--- config.mk ---
export PLATFORM = sky130hd
export DESIGN_NAME = coin_dispenser
export DESIGN_NICKNAME = d
export VERILOG_FILES = /design/src/rtl/coin_pkg.sv /design/src/rtl/coin_timer.sv /design/src/rtl/coin_dispenser.sv
export SDC_FILE = /design/constraint.sdc
export NUM_CORES = 1
export LEC_CHECK = 0
export CAP_MARGIN = 0
export CORE_ASPECT_RATIO = 1.2
export CORE_MARGIN = 5
export CORE_UTILIZATION = 30
export DETAILED_ROUTE_END_ITERATION = 16
export GPL_ROUTABILITY_DRIVEN = 1
export MAX_ROUTING_LAYER = met4
export PLACE_DENSITY_LB_ADDON = 0.12
export SLEW_MARGIN = 20
export SYNTH_ARGS = -nofsm -noshare
export SYNTH_HDL_FRONTEND = slang
export SYNTH_SLANG_ARGS = --single-unit
export TNS_END_PERCENT = 10
--- constraint.sdc ---
create_clock -name clk -period 2.08 [get_ports clk]
set_input_delay 0.208 -clock clk [delete_from_list [all_inputs] [get_ports clk]]
set_output_delay 0.208 -clock clk [all_outputs]
set_load 0.005 [all_outputs]
--- src/rtl/coin_pkg.sv ---
// Shared types and constants for the coin parser / dispenser pair.
package coin_pkg;

  typedef enum logic [1:0] {
    ST_IDLE  = 2'd0,
    ST_PULSE = 2'd1,
    ST_GAP   = 2'd2,
    ST_DONE  = 2'd3
  } disp_state_t;

  localparam logic [3:0] COIN_BLANK = 4'd10;

  localparam int unsigned COIN_VAL_Q = 25;
  localparam int unsigned COIN_VAL_D = 10;
  localparam int unsigned COIN_VAL_N = 5;

  // Parser blank sentinel and any out-of-range digit collapse to zero coins.
  function automatic logic [3:0] sanitize_count(input logic [3:0] raw);
    return (raw >= COIN_BLANK) ? 4'd0 : raw;
  endfunction

endpackage

--- src/rtl/coin_timer.sv ---
// Loadable down-counter with hold enable; zero flag is registered alongside the count.
module coin_timer #(
  parameter int unsigned W = 3
) (
  input  logic         clk,
  input  logic         reset_n,
  input  logic         load_i,
  input  logic [W-1:0] load_val_i,
  input  logic         en_i,
  output logic         zero_o
);

  logic [W-1:0] cnt_q, cnt_d;
  logic         zero_q, zero_d;

  // Load wins over count; the counter parks at zero.
  always_comb begin
    cnt_d = cnt_q;
    if (load_i) begin
      cnt_d = load_val_i;
    end else if (en_i && (cnt_q != '0)) begin
      cnt_d = cnt_q - W'(1);
    end
    zero_d = (cnt_d == '0);
  end

  always_ff @(posedge clk or negedge reset_n) begin
    if (!reset_n) begin
      cnt_q  <= '0;
      zero_q <= 1'b1;
    end else begin
      cnt_q  <= cnt_d;
      zero_q <= zero_d;
    end
  end

  assign zero_o = zero_q;

endmodule

--- src/rtl/coin_dispenser.sv ---
// Drives the quarter/dime/nickel solenoids one coin at a time, largest denomination first.
module coin_dispenser
  import coin_pkg::*;
#(
  parameter int unsigned PULSE_CYCLES = 4,
  parameter int unsigned GAP_CYCLES   = 4
) (
  input  logic       clk,
  input  logic       reset_n,
  input  logic       start,
  input  logic [3:0] q_in,
  input  logic [3:0] d_in,
  input  logic [3:0] n_in,
  input  logic       pause,
  output logic       coin_q,
  output logic       coin_d,
  output logic       coin_n,
  output logic [3:0] q_left,
  output logic [3:0] d_left,
  output logic [3:0] n_left,
  output logic       busy,
  output logic       done
);

  localparam int unsigned MAX_CYC = (PULSE_CYCLES > GAP_CYCLES) ? PULSE_CYCLES : GAP_CYCLES;
  localparam int unsigned TW      = (MAX_CYC + 1 > 2) ? $clog2(MAX_CYC + 1) : 1;

  localparam logic [TW-1:0] PULSE_LOAD = TW'(PULSE_CYCLES - 1);
  localparam logic [TW-1:0] GAP_LOAD   = TW'(GAP_CYCLES - 1);

  disp_state_t   state_q, state_d;
  logic [3:0]    q_left_q, q_left_d;
  logic [3:0]    d_left_q, d_left_d;
  logic [3:0]    n_left_q, n_left_d;
  logic          busy_q, busy_d;
  logic          done_q, done_d;

  logic          tmr_load;
  logic [TW-1:0] tmr_val;
  logic          tmr_en;
  logic          tmr_zero;

  logic [3:0]    q_san, d_san, n_san;
  logic          sel_q, sel_d, sel_n;
  logic          any_left;

  assign q_san = sanitize_count(q_in);
  assign d_san = sanitize_count(d_in);
  assign n_san = sanitize_count(n_in);

  // Priority pick from registered counts; nickel is the fallback when nothing else remains.
  assign sel_q    = (q_left_q != 4'd0);
  assign sel_d    = !sel_q && (d_left_q != 4'd0);
  assign sel_n    = !sel_q && !sel_d;
  assign any_left = (q_left_q != 4'd0) || (d_left_q != 4'd0) || (n_left_q != 4'd0);

  coin_timer #(
    .W (TW)
  ) u_timer (
    .clk        (clk),
    .reset_n    (reset_n),
    .load_i     (tmr_load),
    .load_val_i (tmr_val),
    .en_i       (tmr_en),
    .zero_o     (tmr_zero)
  );

  // Next-state, count and timer control.
  always_comb begin
    state_d  = state_q;
    q_left_d = q_left_q;
    d_left_d = d_left_q;
    n_left_d = n_left_q;
    tmr_load = 1'b0;
    tmr_val  = '0;
    tmr_en   = 1'b0;

    case (state_q)
      ST_IDLE: begin
        if (start) begin
          q_left_d = q_san;
          d_left_d = d_san;
          n_left_d = n_san;
          if ((q_san != 4'd0) || (d_san != 4'd0) || (n_san != 4'd0)) begin
            state_d  = ST_PULSE;
            tmr_load = 1'b1;
            tmr_val  = PULSE_LOAD;
          end else begin
            state_d = ST_DONE;
          end
        end
      end

      ST_PULSE: begin
        tmr_en = 1'b1;
        if (tmr_zero) begin
          if (sel_q) begin
            q_left_d = q_left_q - 4'd1;
          end else if (sel_d) begin
            d_left_d = d_left_q - 4'd1;
          end else begin
            n_left_d = n_left_q - 4'd1;
          end
          state_d  = ST_GAP;
          tmr_load = 1'b1;
          tmr_val  = GAP_LOAD;
        end
      end

      ST_GAP: begin
        if (!pause) begin
          if (tmr_zero) begin
            if (any_left) begin
              state_d  = ST_PULSE;
              tmr_load = 1'b1;
              tmr_val  = PULSE_LOAD;
            end else begin
              state_d = ST_DONE;
            end
          end else begin
            tmr_en = 1'b1;
          end
        end
      end

      ST_DONE: begin
        state_d = ST_IDLE;
      end

      default: begin
        state_d = ST_IDLE;
      end
    endcase

    busy_d = (state_d != ST_IDLE);
    done_d = (state_d == ST_DONE);
  end

  always_ff @(posedge clk or negedge reset_n) begin
    if (!reset_n) begin
      state_q  <= ST_IDLE;
      q_left_q <= 4'd0;
      d_left_q <= 4'd0;
      n_left_q <= 4'd0;
      busy_q   <= 1'b0;
      done_q   <= 1'b0;
    end else begin
      state_q  <= state_d;
      q_left_q <= q_left_d;
      d_left_q <= d_left_d;
      n_left_q <= n_left_d;
      busy_q   <= busy_d;
      done_q   <= done_d;
    end
  end

  // Solenoids decode from registered state and counts only, so they cannot glitch.
  always_comb begin
    coin_q = 1'b0;
    coin_d = 1'b0;
    coin_n = 1'b0;
    if (state_q == ST_PULSE) begin
      coin_q = sel_q;
      coin_d = sel_d;
      coin_n = sel_n;
    end
  end

  assign q_left = q_left_q;
  assign d_left = d_left_q;
  assign n_left = n_left_q;
  assign busy   = busy_q;
  assign done   = done_q;

endmodule

# [After elaboration in Yosys (flattened, before gate mapping)]
# Cells that the tools add are included.
[word_totals] elab_cells=94 in_bits=16 reg_bits=20 output_inout_bits=17
[op_classes] reduce_logical=23 n_addsub=4 muxes=46 n_eq_ne=10 n_lt_le_gt_ge=3
[op_table] op="two-way mux 4 bit" n=14
[op_table] op="two-way mux 2 bit" n=12
[op_table] op="one-hot mux 4 bit (2 select lines)" n=3
[op_table] op="nonzero test 4 bit" n=6
[op_table] op="greater-or-equal comparator 4 bit (second input constant)" n=3
[op_table] op="subtractor 4 x 1 -> 4 bit (second input constant)" n=3
[op_table] op="two-way mux 1 bit" n=11
[op_table] op="!= test 2 bit (second input constant)" n=5
[op_table] op="AND reduction 5 bit" n=2
[op_table] op="one-hot mux 2 bit (4 select lines)" n=1
[op_table] op="equality test 2 bit (second input constant)" n=3
[op_table] op="two-way mux 3 bit" n=2
[op_table] op="one-hot mux 2 bit (3 select lines)" n=1
[op_table] op="logical OR 1 bit" n=4
[op_table] op="AND reduction 4 bit" n=1
[op_table] op="nonzero test 2 bit" n=2
[op_table] op="logical AND 1 bit" n=3
[op_table] op="logical NOT 3 bit" n=1
[op_table] op="one-hot mux 1 bit (3 select lines)" n=1
[op_table] op="nonzero test 3 bit" n=1
[op_table] op="subtractor 3 x 1 -> 3 bit (second input constant)" n=1
[op_table] op="equality test 2 x 1 -> 1 bit (second input constant)" n=1
[op_table] op="logical NOT 1 bit" n=2
[op_table] op="logical NOT 2 bit" n=1
[op_table] op="2 further kinds" n=2

# [Depth between registers and ports, before layout]
[depth] ltp_word=10 mapped_depth=7 mapped_depth_nobuf=6

# [By module]
# Synthesis repeated with hierarchy kept, for this count alone.
[unflattened] hier_cells=171 area_unflattened_um2=1525.2
[by_module_without_submodules] module="coin_dispenser" cells_each=147 n_inst=1 seq_area_each_um2=400.4 area_per_inst_um2=1286.2
[by_module_without_submodules] module="coin_timer" cells_each=24 n_inst=1 seq_area_each_um2=101.3 area_per_inst_um2=239.0

# [Worst setup path after synthesis]
# OpenSTA, ideal clock, no wires.
[synth_timing] kind="flip-flop to flip-flop" from="reg q_left_q[0], in the netlist q_left[0]" to="reg n_left_q[0], in the netlist n_left[0]" required_time_ps=1954 setup_ps=126 n_path_buf=0 arrival_time_ps=1687 path_stages_with_launch=7 setup_slack_ps=267 synth_period_minus_slack_ps=1813 path_cell_list="dfrtp_1 > inv_1 > ha_1 > or3b_2 > o21ai_0 > nand2_1 > mux2i_1"
[synth_via] elab_chain_len=5 elab_cells_between_ends=6 cone_classes="eq/ne (2); reduce/logical (4)"
[synth_lines] item="start, declared" line="coin_dispenser.sv:32" text="logic [3:0] q_left_q, q_left_d;"
[synth_lines] item="start signal, assigned" line="coin_dispenser.sv:149" text="q_left_q <= q_left_d;"
[synth_lines] item="nonzero test 4 bit *" line="coin_dispenser.sv:52" text="assign sel_q = (q_left_q != 4'd0);"
[synth_lines] item="logical NOT 1 bit" line="coin_dispenser.sv:53" text="assign sel_d = !sel_q && (d_left_q != 4'd0);"
[synth_lines] item="logical AND 1 bit" line="coin_dispenser.sv:53"
[synth_lines] item="!= test 2 bit (no source line)"
[synth_lines] item="AND reduction 5 bit (no source line) *"
[synth_lines] item="end signal, assigned" line="coin_dispenser.sv:151" text="n_left_q <= n_left_d;"
[synth_lines] item="end, declared" line="coin_dispenser.sv:34" text="logic [3:0] n_left_q, n_left_d;"
# Mark *: on every way between the ends. The rest lies on a longest branch, timed or not.
# A chain may end at the register's enable or synchronous reset.

# [Worst setup path in the final report]
[layout_timing] from="reg state_q[0]" to="reg q_left_q[0], in the netlist q_left[0]"
[layout_via] elab_chain_len=3 elab_cells_between_ends=8 cone_classes="eq/ne (4); mux (1); reduce/logical (3)"
[layout_lines] item="start, declared" line="coin_dispenser.sv:31" text="disp_state_t state_q, state_d;"
[layout_lines] item="start signal, assigned" line="coin_dispenser.sv:148" text="state_q <= state_d;"
[layout_lines] item="equality test 2 x 1 -> 1 bit / logical NOT 2 bit (equally long branches)" line="coin_dispenser.sv:78" text="case (state_q)"
[layout_lines] item="!= test 2 x 1 -> 1 bit (no source line), or another cell as far along"
[layout_lines] item="AND reduction 4 bit (no source line)"
# Several ways; a longest one is shown, not always the timed one.

==> metrics.md <==
| Metric | Value |
|---|---|
| Outcome | `finished, final reports clean` |
| Leakage | `approximately 0.94 nW` |
| Crit-path leading delay family | `simple AND/OR/NAND/NOR gates` |
| Core area | `roughly 0.0047 mm2` |
| Setup Skew | `1.44 ps` |
| Number of max-cap violations | `0` |
| Setup crit start | `state_q[0]$_DFF_PN0_` |
| Detail-routed via count per cell | `between 5 and 6` |
| Hold Buf Count CTS | `0` |
| FFs w/ async S/R, synth | `1.00` |
| Met1 usage | `0.145` |
| DP HPWL | `roughly 3200 um` |
| Met2 Use GR | `0.222` |
| Cell Chain, Critical Path | `inv_1 > ha_1 > nand2b_1 > a221o_1 > or3_1 > o21ai_0` |
| Mapped Area | `0.00146 mm2` |
| Number of synthesized flops with an enable pin | `0` |
| Worst-Margin Slew | `468 ps` |
| Final ANT Viol Nets | `0` |
| Worst Path Arrival | `approximately 2200 ps` |
| Layout Cells excl Fill | `276` |
| Hold Path Class | `input pin to asynchronous set/reset pin` |
| Achievable frequency | `slightly above 0.5 GHz` |
| GR Util All Layers | `0.128` |
| Area growth, synth to finish | `43.7%` |
| Synth Area per Inst | `around 8.8 um2` |
| Seq pwr share | `0.248` |
| VDD IR max | `approximately 0.47 mV` |
| Inserted Clock Buffers | `3` |
| Crit. End Element | `register` |
| Rel. slew slack | `0.688` |
| Vias in the first global route | `between 1000 and 1500` |
| Worst r2r path cells | `6` |
| Most frequent cells in the layout | `29 x clkdlybuf4s50_1, 21 x buf_4, 19 x dfrtp_1, 16 x inv_1` |
| P_sw | `around 1.3 mW` |
| Worst skew pair latency | `between 200 and 300 ps` |
| Initial Util | `0.313` |
| Die height | `86.4 um` |
| Final core occ | `0.450` |
| Fill cell count | `~470` |
| Internal power | `approximately 1.8 mW` |
| TritonCTS clock tree | `done` |
| Syn Nets | `193` |
| CP max FO | `6` |
| Port Buf Inserts | `32` |
| WP data required | `about 2300 ps` |
| Commonest non-fill, non-tap cell in the layout | `clkdlybuf4s50_1` |
| Final hold violation count | `0` |
| YS warnings | `0` |
| Unrepaired setup endpoints after global routing | `no` |
| Initial antenna violation count | `0` |
| PD cells | `roughly 1400 mW/mm2` |
| Nets | `247` |
| Clock Tree Buf Depth | `2` |
| H-Tree Level Count | `1` |
| Combinational Power Share | `0.654` |
| CP Launch Type | `register` |
| Die width | `around 74 um` |
| Final setup vio count | `0` |
| Most Crowded Layer GR | `met2` |
| CP Buf/Inv Count | `1` |
| DR WL/cell | `roughly 15 um` |
| WP depth | `6` |
| Min Tclk post-route | `around 2000 ps` |
| CP max-delay cell | `dfrtp_1` |
| Area of the multi-input gates | `917 um2` |
| # diodes | `0` |
| Max Slew Vio Count | `0` |
| Clock slew at reported path FFs | `around 80 ps` |
| Via count | `~1400` |
| Seq. cell area | `approximately 500 um2` |
| Slowest cell delay on critical path | `~460 ps` |
| Sw frac | `0.419` |
| Worst r2r src | `state_q[0]$_DFF_PN0_` |
| 1st-iter DRT viols | `47` |
| Routability cong. | `approximately 0.88` |
| Row count | `27` |
| Die area | `0.00636 mm2` |
| Synth Flop Type | `dfrtp_1` |
| First-pass GRT wire length | `roughly 6300 um` |
| CTS Root Cell | `clkbuf_8` |
| Largest net degree at the start of global routing | `21` |
| Dpl cells | `270` |
| Layout cell share with drive strength beyond 1 | `0.183` |
| Clk sink count | `20` |
| Post-route DRC | `0` |
| GRT overflow | `0` |
| Gate Count Post-Synth | `about 170` |
| Post-synthesis sequential area ratio | `0.344` |
| Final worst path period share | `0.954` |
| First-pass DRT Iterations | `4` |
| Clock Power Share | `0.098` |
| Detailed Route WL | `4030 um` |
| Crit Path Class | `register to register` |
| Ports | `33` |
| Synth cell types | `40` |
| GR Layer Usage met3 | `0.0232` |
| FF+latch count, synth | `20` |
[sequential cells by signal, indices dropped and copies added, names as in the netlist]
name	flops
busy	1
u_timer.zero_o	1
u_timer.cnt_q	3
state_q	2
n_left	4
d_left	4
done	1
q_left	4
[cell usage after synthesis (2+ instances only)]
library cell  count  share of area
a21oi_1          11          0.038
a2bb2oi_1         2          0.012
a31oi_1           8          0.034
clkbuf_1          3         0.0077
dfrtp_1          19           0.33
ha_1             12           0.10
inv_1            18          0.046
mux2i_1           5          0.034
nand2_1           8          0.021
nand2b_1          4          0.017
nor2_1           12          0.031
nor2b_1           3          0.013
nor3_1            5          0.017
nor3b_1           6          0.031
nor4_1            2         0.0086
nor4b_1           3          0.018
o211ai_1          3          0.015
o21ai_0          10          0.034
o2bb2ai_1         3          0.018
o31a_1            2          0.012
or3_1             2         0.0086
or3b_2            3          0.018
or4_1             3          0.015
xnor2_1           2          0.012
[cell type report]
type | instances | share of cell area
clock buffer | 4 | 0.0263
multi-input combinational | 123 | 0.438
tap | 58 | 0.0346
sequential | 20 | 0.239
inverter | 18 | 0.0322
timing repair buffer | 53 | 0.230
[timing repair]
item	in CTS	in global routing
resized for setup	6	9
endpoints found under the setup margin	3	9
pin swaps	0	1
setup buffers	0	2
[final timing paths]
path	to	slack, ps
setup / recovery	q_left[0]$_DFFE_PN0P_	100
min in group clk	u_timer.cnt_q[1]$_DFF_PN0_	550
setup reg to reg	q_left[0]$_DFFE_PN0P_	100
hold reg to reg	u_timer.cnt_q[1]$_DFF_PN0_	550
hold / removal	d_left[2]$_DFFE_PN0P_	290
max in group asynchronous	u_timer.zero_o$_DFF_PN1_	1520
[routing by layer]
metal | wire length [um] | part of all wire
met5 | 0 | 0
met4 | 46 | 0.011
met3 | 198 | 0.049
met2 | 2070 | 0.51
met1 | 1720 | 0.43
[metrics by stage]
step                      TNS [ps]  worst slack, ps  instance area (um2)  hold slack, ps  power [mW]
after floorplan                  0              267                 1460           -87.6        1.87
after global placement       -59.1            -29.9                 1980             524        2.58
after detailed placement      -238            -73.5                 1980             533        2.63
after CTS                    -78.7            -78.7                 2050             304        2.97
after global routing             0             16.4                 2100             322        3.31
final                            0             96.5                 2100             292        3.04
[worst register-to-register path: cells and delay by family (launching register included)]
family | cells | cell delay (ps)
AOI/OAI and AO/OA | 2 | 500
DFF | 1 | 460
adders and majority gates | 1 | 280
buffers and inverters | 1 | 100
and+or+nand+nor | 2 | 560
[power groups by stage]
stage	sequential [mW]	clock [mW]	combinational, mW
after floorplan	0.731	0	1.14
after global placement	0.738	0	1.84
after detailed placement	0.744	0	1.89
after CTS	0.743	0.309	1.91
after global routing	0.784	0.332	2.20
final	0.754	0.298	1.98
[cell families after synthesis]
group / Yosys count / share of synthesized area
adder cells (fa/ha/maj): 12 / 0.103
AND/OR/NAND/NOR: 54 / 0.214
XOR/XNOR: 3 / 0.0180
multiplexers: 6 / 0.0420
flip-flops: 20 / 0.344
buffers and inverters: 22 / 0.0575
AO/OA/AOI/OAI: 48 / 0.221
(Power assumes the default switching activity.)
